**config.mk**
```make
export PLATFORM = sky130hd
export DESIGN_NAME = channel_done_collector
export DESIGN_NICKNAME = d
export VERILOG_FILES = /design/src/rtl/channel_done_collector_pkg.sv /design/src/rtl/channel_done_collector_event_timer.sv /design/src/rtl/channel_done_collector.sv
export SDC_FILE = /design/constraint.sdc
export NUM_CORES = 1
export LEC_CHECK = 0
export CORE_AREA = 4 4 64 89
export DETAILED_ROUTE_END_ITERATION = 8
export DIE_AREA = 0 0 68 93
export GPL_ROUTABILITY_DRIVEN = 1
export PLACE_DENSITY = 0.81
export SYNTH_ARGS = -nofsm -noshare
export SYNTH_HDL_FRONTEND = slang
export SYNTH_SLANG_ARGS = --single-unit
```
**constraint.sdc**
```tcl
create_clock -name ipb_clk -period 3.8 [get_ports ipb_clk]
set_input_delay 0.95 -clock ipb_clk [delete_from_list [all_inputs] [get_ports ipb_clk]]
set_output_delay 0.95 -clock ipb_clk [all_outputs]
set_load 0.02 [all_outputs]
```
**src/rtl/channel_done_collector_pkg.sv**
```systemverilog
// Channel definitions shared by the trigger fan-out and its done-collection return path.
package channel_done_collector_pkg;

  localparam int N_CHAN                 = 5;
  localparam int TIMEOUT_CYCLES_DEFAULT = 50000;
  localparam int CNT_W_DEFAULT          = 16;

  localparam logic [0:0] ST_IDLE = 1'b0;
  localparam logic [0:0] ST_WAIT = 1'b1;

  typedef logic [N_CHAN-1:0] chan_mask_t;

endpackage

```
**src/rtl/channel_done_collector_event_timer.sv**
```systemverilog
// Response-window counter: counts WAIT cycles since trigger acceptance and flags the last allowed one.
module channel_done_collector_event_timer #(
  parameter int CNT_W          = 16,
  parameter int TIMEOUT_CYCLES = 50000
) (
  input  logic clk,
  input  logic rst,
  input  logic clear,
  input  logic enable,
  output logic expire
);

  localparam logic [CNT_W-1:0] LAST = CNT_W'(TIMEOUT_CYCLES - 1);

  logic [CNT_W-1:0] count;

  // NOTE: sequential state uses non-blocking assignments so every flop samples pre-edge values.
  always_ff @(posedge clk or posedge rst) begin
    if (rst)         count <= '0;
    else if (clear)  count <= '0;
    else if (enable) count <= count + CNT_W'(1);
  end

  assign expire = (count == LAST);

endmodule

```
**src/rtl/channel_done_collector.sv**
```systemverilog
// Collects per-channel done pulses after each trigger and returns one all_done (or timeout) per event.
module channel_done_collector
  import channel_done_collector_pkg::*;
#(
  parameter int TIMEOUT_CYCLES = TIMEOUT_CYCLES_DEFAULT,
  parameter int CNT_W          = CNT_W_DEFAULT
) (
  input  logic              ipb_clk,
  input  logic              rst,
  input  logic              trigger_in,
  input  logic [N_CHAN-1:0] chan_enable,
  input  logic [N_CHAN-1:0] chan_done,
  output logic              busy,
  output logic              all_done,
  output logic              timeout_err,
  output logic              retrig_err,
  output logic [N_CHAN-1:0] missing_chans,
  output logic [CNT_W-1:0]  event_count
);

  logic [0:0] state;
  chan_mask_t active_mask;
  chan_mask_t done_seen;
  chan_mask_t done_now;
  logic       accept;
  logic       complete;
  logic       in_wait;
  logic       expire;

  // Include this cycle's dones so a final pulse closes the event on the edge that samples it.
  assign done_now = done_seen | (chan_done & active_mask);
  assign complete = (done_now == active_mask);
  assign in_wait  = (state == ST_WAIT);
  assign accept   = (state == ST_IDLE) && trigger_in && (chan_enable != '0);

  channel_done_collector_event_timer #(
    .CNT_W          (CNT_W),
    .TIMEOUT_CYCLES (TIMEOUT_CYCLES)
  ) u_event_timer (
    .clk    (ipb_clk),
    .rst    (rst),
    .clear  (accept),
    .enable (in_wait),
    .expire (expire)
  );

  always_ff @(posedge ipb_clk or posedge rst) begin
    if (rst) begin
      state         <= ST_IDLE;
      busy          <= 1'b0;
      all_done      <= 1'b0;
      timeout_err   <= 1'b0;
      retrig_err    <= 1'b0;
      missing_chans <= '0;
      event_count   <= '0;
      active_mask   <= '0;
      done_seen     <= '0;
    end else begin
      // NOTE: pulse outputs default low each edge and are raised only by the branch that fires them.
      all_done    <= 1'b0;
      timeout_err <= 1'b0;
      retrig_err  <= 1'b0;
      case (state)
        ST_IDLE: begin
          if (accept) begin
            active_mask   <= chan_enable;
            done_seen     <= '0;
            missing_chans <= '0;
            busy          <= 1'b1;
            state         <= ST_WAIT;
          end else if (trigger_in) begin
            all_done      <= 1'b1;
            missing_chans <= '0;
            event_count   <= event_count + CNT_W'(1);
          end
        end
        default: begin
          done_seen  <= done_now;
          retrig_err <= trigger_in;
          if (complete) begin
            all_done    <= 1'b1;
            busy        <= 1'b0;
            event_count <= event_count + CNT_W'(1);
            state       <= ST_IDLE;
          end else if (expire) begin
            timeout_err   <= 1'b1;
            busy          <= 1'b0;
            missing_chans <= active_mask & ~done_now;
            event_count   <= event_count + CNT_W'(1);
            state         <= ST_IDLE;
          end
        end
      endcase
    end
  end

endmodule
```
* Yosys cells after proc, flatten, opt, wreduce, memory -nomap -nowiden
Index checks and enable logic that the tools add are counted.
** Word-level totals
- Bits in registers :: 52
- Input port bits :: 13
- Output and inout bits :: 25
- Word-level logic and storage cells :: 63
** Cells by class
- Add/sub/neg operators :: 2
- Eq/ne operators :: 6
- Muxes and demuxes :: 30
- Bitwise operators :: 5
- Reduce and logical (&&, ||, !) cells :: 10
** Operators with widths (number)
- $mux 16 :: 7
- $mux 5 :: 7
- $add 16x1->16 const B :: 2
- $eq 16x16->1 const B :: 1
- $mux 1 :: 16
- $and 5x5->5 :: 2
- $reduce_and 3->1 :: 2
- $eq 5x5->1 :: 1
- $not 5->5 :: 1
- $or 5x5->5 :: 1
- $reduce_bool 5->1 :: 1
- $ne 2x2->1 const B :: 2
- $reduce_and 2->1 :: 2
- $reduce_bool 2->1 :: 2
- $ne 3x1->1 const B :: 1
- $reduce_bool 3->1 :: 1
- $logic_and 1x1->1 :: 2
- $ne 2x1->1 const B :: 1
- $not 1->1 :: 1

* Depth between registers and ports, before layout
- Word-level depth :: 7
- Mapped depth :: 8

* Hierarchy
Synthesis repeated with hierarchy kept, for this count alone.
** Unflattened totals
- Cell total of the unflattened synthesis :: 241
- Area, all modules :: 2467.4 um^2
** By module, submodules not included
- channel_done_collector :: instances 1, cells each 153, area each 1629.1 um^2
- channel_done_collector_event_timer :: instances 1, cells each 88, area each 838.3 um^2

* Least setup slack after synthesis
Ideal clock, no wire load.
- Path kind :: in2reg
- Start point :: input chan_done[2]
- End point :: register event_count[10]
- Library setup time :: 129 ps
- Data arrival time :: 2231 ps
- Path slack :: 1440 ps
- Stages :: 7
- Buffers on the path :: 0
- Cells stage by stage :: a21oi_1 > ha_1 > nand3_1 > o21a_1 > a211oi_4 > nand4_2 > xnor2_1
** On the way
- Cells in the longest elaborated chain, start to end :: 5
- Elaborated cells on any way between the ends :: 7
- Classes of those cells :: eq/ne: 2; mux: 2; bitwise: 2; reduce/logical: 1
** Ends and longest elaborated chain
- start: declaration :: RTL line channel_done_collector.sv:12 : input logic [N_CHAN-1:0] chan_done,
- $and 5x5->5 * :: RTL line channel_done_collector.sv:31 : assign done_now = done_seen | (chan_done & active_mask);
- $or 5x5->5 * :: RTL line channel_done_collector.sv:31
- $eq 5x5->1 * :: RTL line channel_done_collector.sv:32 : assign complete = (done_now == active_mask);
- $ne 3x1->1 (no source line) or $mux 16 (tied branches)
- $reduce_and 3->1 (no source line) or $mux 16 (tied branches)
- end signal: assignment :: RTL line channel_done_collector.sv:74 : event_count <= event_count + CNT_W'(1);
- end signal: assignment :: RTL line channel_done_collector.sv:83 : event_count <= event_count + CNT_W'(1);
- end signal: assignment :: RTL line channel_done_collector.sv:89 : event_count <= event_count + CNT_W'(1);
- end: declaration :: RTL line channel_done_collector.sv:18 : output logic [CNT_W-1:0] event_count
Mark *: on every way between the ends. The rest lies on a longest branch, timed or not.
A chain may end at the register's enable or synchronous reset.

* Worst setup path in the final report
- Start point :: input chan_done[3]
- End point :: register event_count[12]
Same word-level chain as after synthesis.

==> results.txt <==
Rel. slew slack: 30.76%
Kind of critical path: input port to flop
Syn_nets: 241
RSZ-0062 raised after global routing: false
Max Fclk: 372.3 MHz
Clk slew on worst S/H paths: 0.08 ns
Vias per cell: 5.301
Setup crit start kind: input port
Family with the most delay on the worst path: compound AO/OA/AOI/OAI gates
Static leakage: 1.329 nW
Global Route Usage Sum: 16.37%
Endpoints failing hold: 0
Worst-margin pin slew: 1.037 ns
Gp weighted congestion: 0.7713
CTS tree: built
Most frequent cell after synthesis: dfrtp_1
Iter 0 DRT Violations: 90
Register bit total from synthesis: 52
Max-slew violation count: 0
Register area share after synthesis: 54.45%
Sum of negative setup slack: 0 ns
Place WS: 0.7783 ns
Root Driver: clkbuf_8
Outcome: finished, final reports clean
Unique masters post-synth: 32
Die Wd: 68 um
Nets: 281
H-tree depth: 2
Area Growth Syn to Fin: 22.15%
WL per Instance: 13.64 um
Hold/Removal Path Class: flop to flop
Top cells by count, synth: dfrtp_1 (52), nand2_1 (35), nor2_1 (24)
Most area-consuming cells after synthesis: dfrtp_1 (54%), xnor2_1 (6.2%), nand2_1 (5.5%)
Initial antenna violation count: 0
Flop pwr share: 48.5%
Ports: 38
Worst Skew: 0.008003 ns
Ys async rst share: 100.0%
Post-DP HPWL: 3314 um
CP max stage delay: 0.45 ns
PwrDens: 564.4 nW/um2
Vias in the first global route: 1795
Combinational share of power: 32.0%
Switch share: 35.65%
Avg Cell Area, Syn: 10.81 um2
Input/output buffers: 37
Slowest cell on crit path: clkdlybuf4s50_1
Critical path fanouts, max: 7
DRT Wirelength: 4446 um
Sink Count: 52
EDFF count, synth: 0
N_diodes: 0
Crit path time final: 2.686 ns
Largest net degree at the start of global routing: 53
P_int: 1.060 mW
P_sw: 587.4 uW
Tcrit/Tclk final: 70.68%
Crit-path cells: clkdlybuf4s50_1 > a21oi_1 > ha_1 > nand3_1 > o21a_1 > a211oi_4 > nand3_1 > xnor2_1
Share of cells above drive strength 1: 7.634%
Worst EP required: 3.99 ns
Worst EP arrival: 2.88 ns
Predominant post-synthesis flop cell: dfrtp_1
Bufs and invs on worst path: 1
Synth top area share: 54.45%
Initial core utilization: 48.97%
Clk pwr share: 19.5%
Final ANT Viol Nets: 0
Crit end category: flop
Cells after Synth: 221
# rows: 30
Maximum clock path buffer count: 2
Post-Syn Area: 2390 um2
CP most frequent cell: nand3_1
Synth area leader: dfrtp_1
Synthesis warning total: 0
Die Area: 6324 um2
Maxcap violations: 0
GR Overflow Total: 0
Worst-Skew Late Latency: 0.30 ns
DRC Markers: 0
Final WS setup: 1.114 ns
CTS resizes: 0
CTS Hold Bufs: 0
Chip Height: 93 um
Core Area: 4880 um2
Final setup viols: 0
CTS Buf Count: 5
Vias: 1728
Worst IR Drop VDD: 0.0003637 V
Setup Buffers After CTS: 0
Fillers: 408
First-pass GRT wire length: 8045 um
Drt pass-1 iters: 4
cell usage in the layout, fill, tap and decap left out:
cell type	count
a31oi_4	1
a211oi_4	2
nor3_1	6
and4_1	2
nor2_1	24
buf_4	1
nor4b_4	1
nand4_4	1
and2_1	2
mux2_2	1
inv_1	2
nand2b_1	1
ha_1	7
a22o_1	2
nand2_1	35
inv_2	1
clkinv_2	2
mux2i_1	1
dfrtp_1	52
and3_1	8
nor2b_1	1
nand3_1	10
xor2_1	12
clkbuf_8	6
nand4_1	6
a21o_1	1
and4_2	1
clkdlybuf4s50_1	37
xnor2_1	17
o21a_1	1
o21ai_0	7
nand4_2	1
and4bb_2	2
a21oi_1	8
sequential cells by signal (all words and copies together), names as in the netlist:
name                 flops
u_event_timer.count     16
done_seen                5
missing_chans            5
all_done                 1
in_wait                  1
event_count             16
busy                     1
timeout_err              1
retrig_err               1
active_mask              5
logic make-up after synthesis:
kind of cell	Yosys count	share of synthesized area (%)
multiplexers	2	0.8900
AO/OA/AOI/OAI	22	7.068
flip-flops	52	54.45
adder cells (fa/ha/maj)	7	3.665
buffers and inverters	8	1.361
XOR/XNOR	29	10.63
AND/OR/NAND/NOR	101	21.94
path summary, 6_finish.rpt:
kind / startpoint / end / slack (ns) / cells after the start
min in group asynchronous: rst / event_count[12] / 1.22 / 2
worst max register to register: active_mask[2] / event_count[12] / 1.80 / 7
worst min register to register: event_count[10] / event_count[10] / 0.49 / 1
worst min-delay path: event_count[10] / event_count[10] / 0.49 / 1
worst max-delay path: chan_done[3] / event_count[12] / 1.11 / 8
max in group asynchronous: rst / u_event_timer.count[5] / 1.95 / 2
final cells by class:
cell class                      instances  area [um2]  area share, %
Sequential cell                        52        1301          44.58
Multi-Input combinational cell        161        1056          36.18
Timing Repair Buffer                   38       377.9          12.94
Clock buffer                            6       82.58          2.829
Tap cell                               64       80.08          2.743
Inverter                                3       11.26         0.3858
Clock inverter                          2       10.01         0.3429
stage by stage:
step / util, % / hold slack (ns) / instances / power (mW) / cell area [um2]
floorplan: - / 0.4701 / 221 / 1.153 / 2390
detailed placement: 57.92 / 0.4856 / 318 / 1.346 / 2826
CTS: 59.82 / 0.4969 / 326 / 1.666 / 2919
finish: 59.82 / 0.4924 / 326 / 1.647 / 2919
global placement: 57.92 / 0.4648 / 318 / 1.319 / 2826
global route: 59.82 / 0.5206 / 326 / 1.776 / 2919
power by group through the flow:
stage | Clock [mW] | Combinational, mW | Sequential, mW
after CTS | 0.329 | 0.539 | 0.799
after global routing | 0.350 | 0.601 | 0.825
after global placement | 0 | 0.516 | 0.803
after floorplan | 0 | 0.342 | 0.811
after detailed placement | 0 | 0.537 | 0.809
final | 0.321 | 0.527 | 0.799
layer usage:
metal | track usage (%) | wire length [um] | vias to the layer above
met2 | 27.51 | 2255 | 41
li1 | - | - | 827
met3 | 2.163 | 167 | 8
met5 | 0 | 0 | -
met4 | 6.633 | 91 | 0
met1 | 20.74 | 1931 | 852
Power figures use the tool's default switching activity.
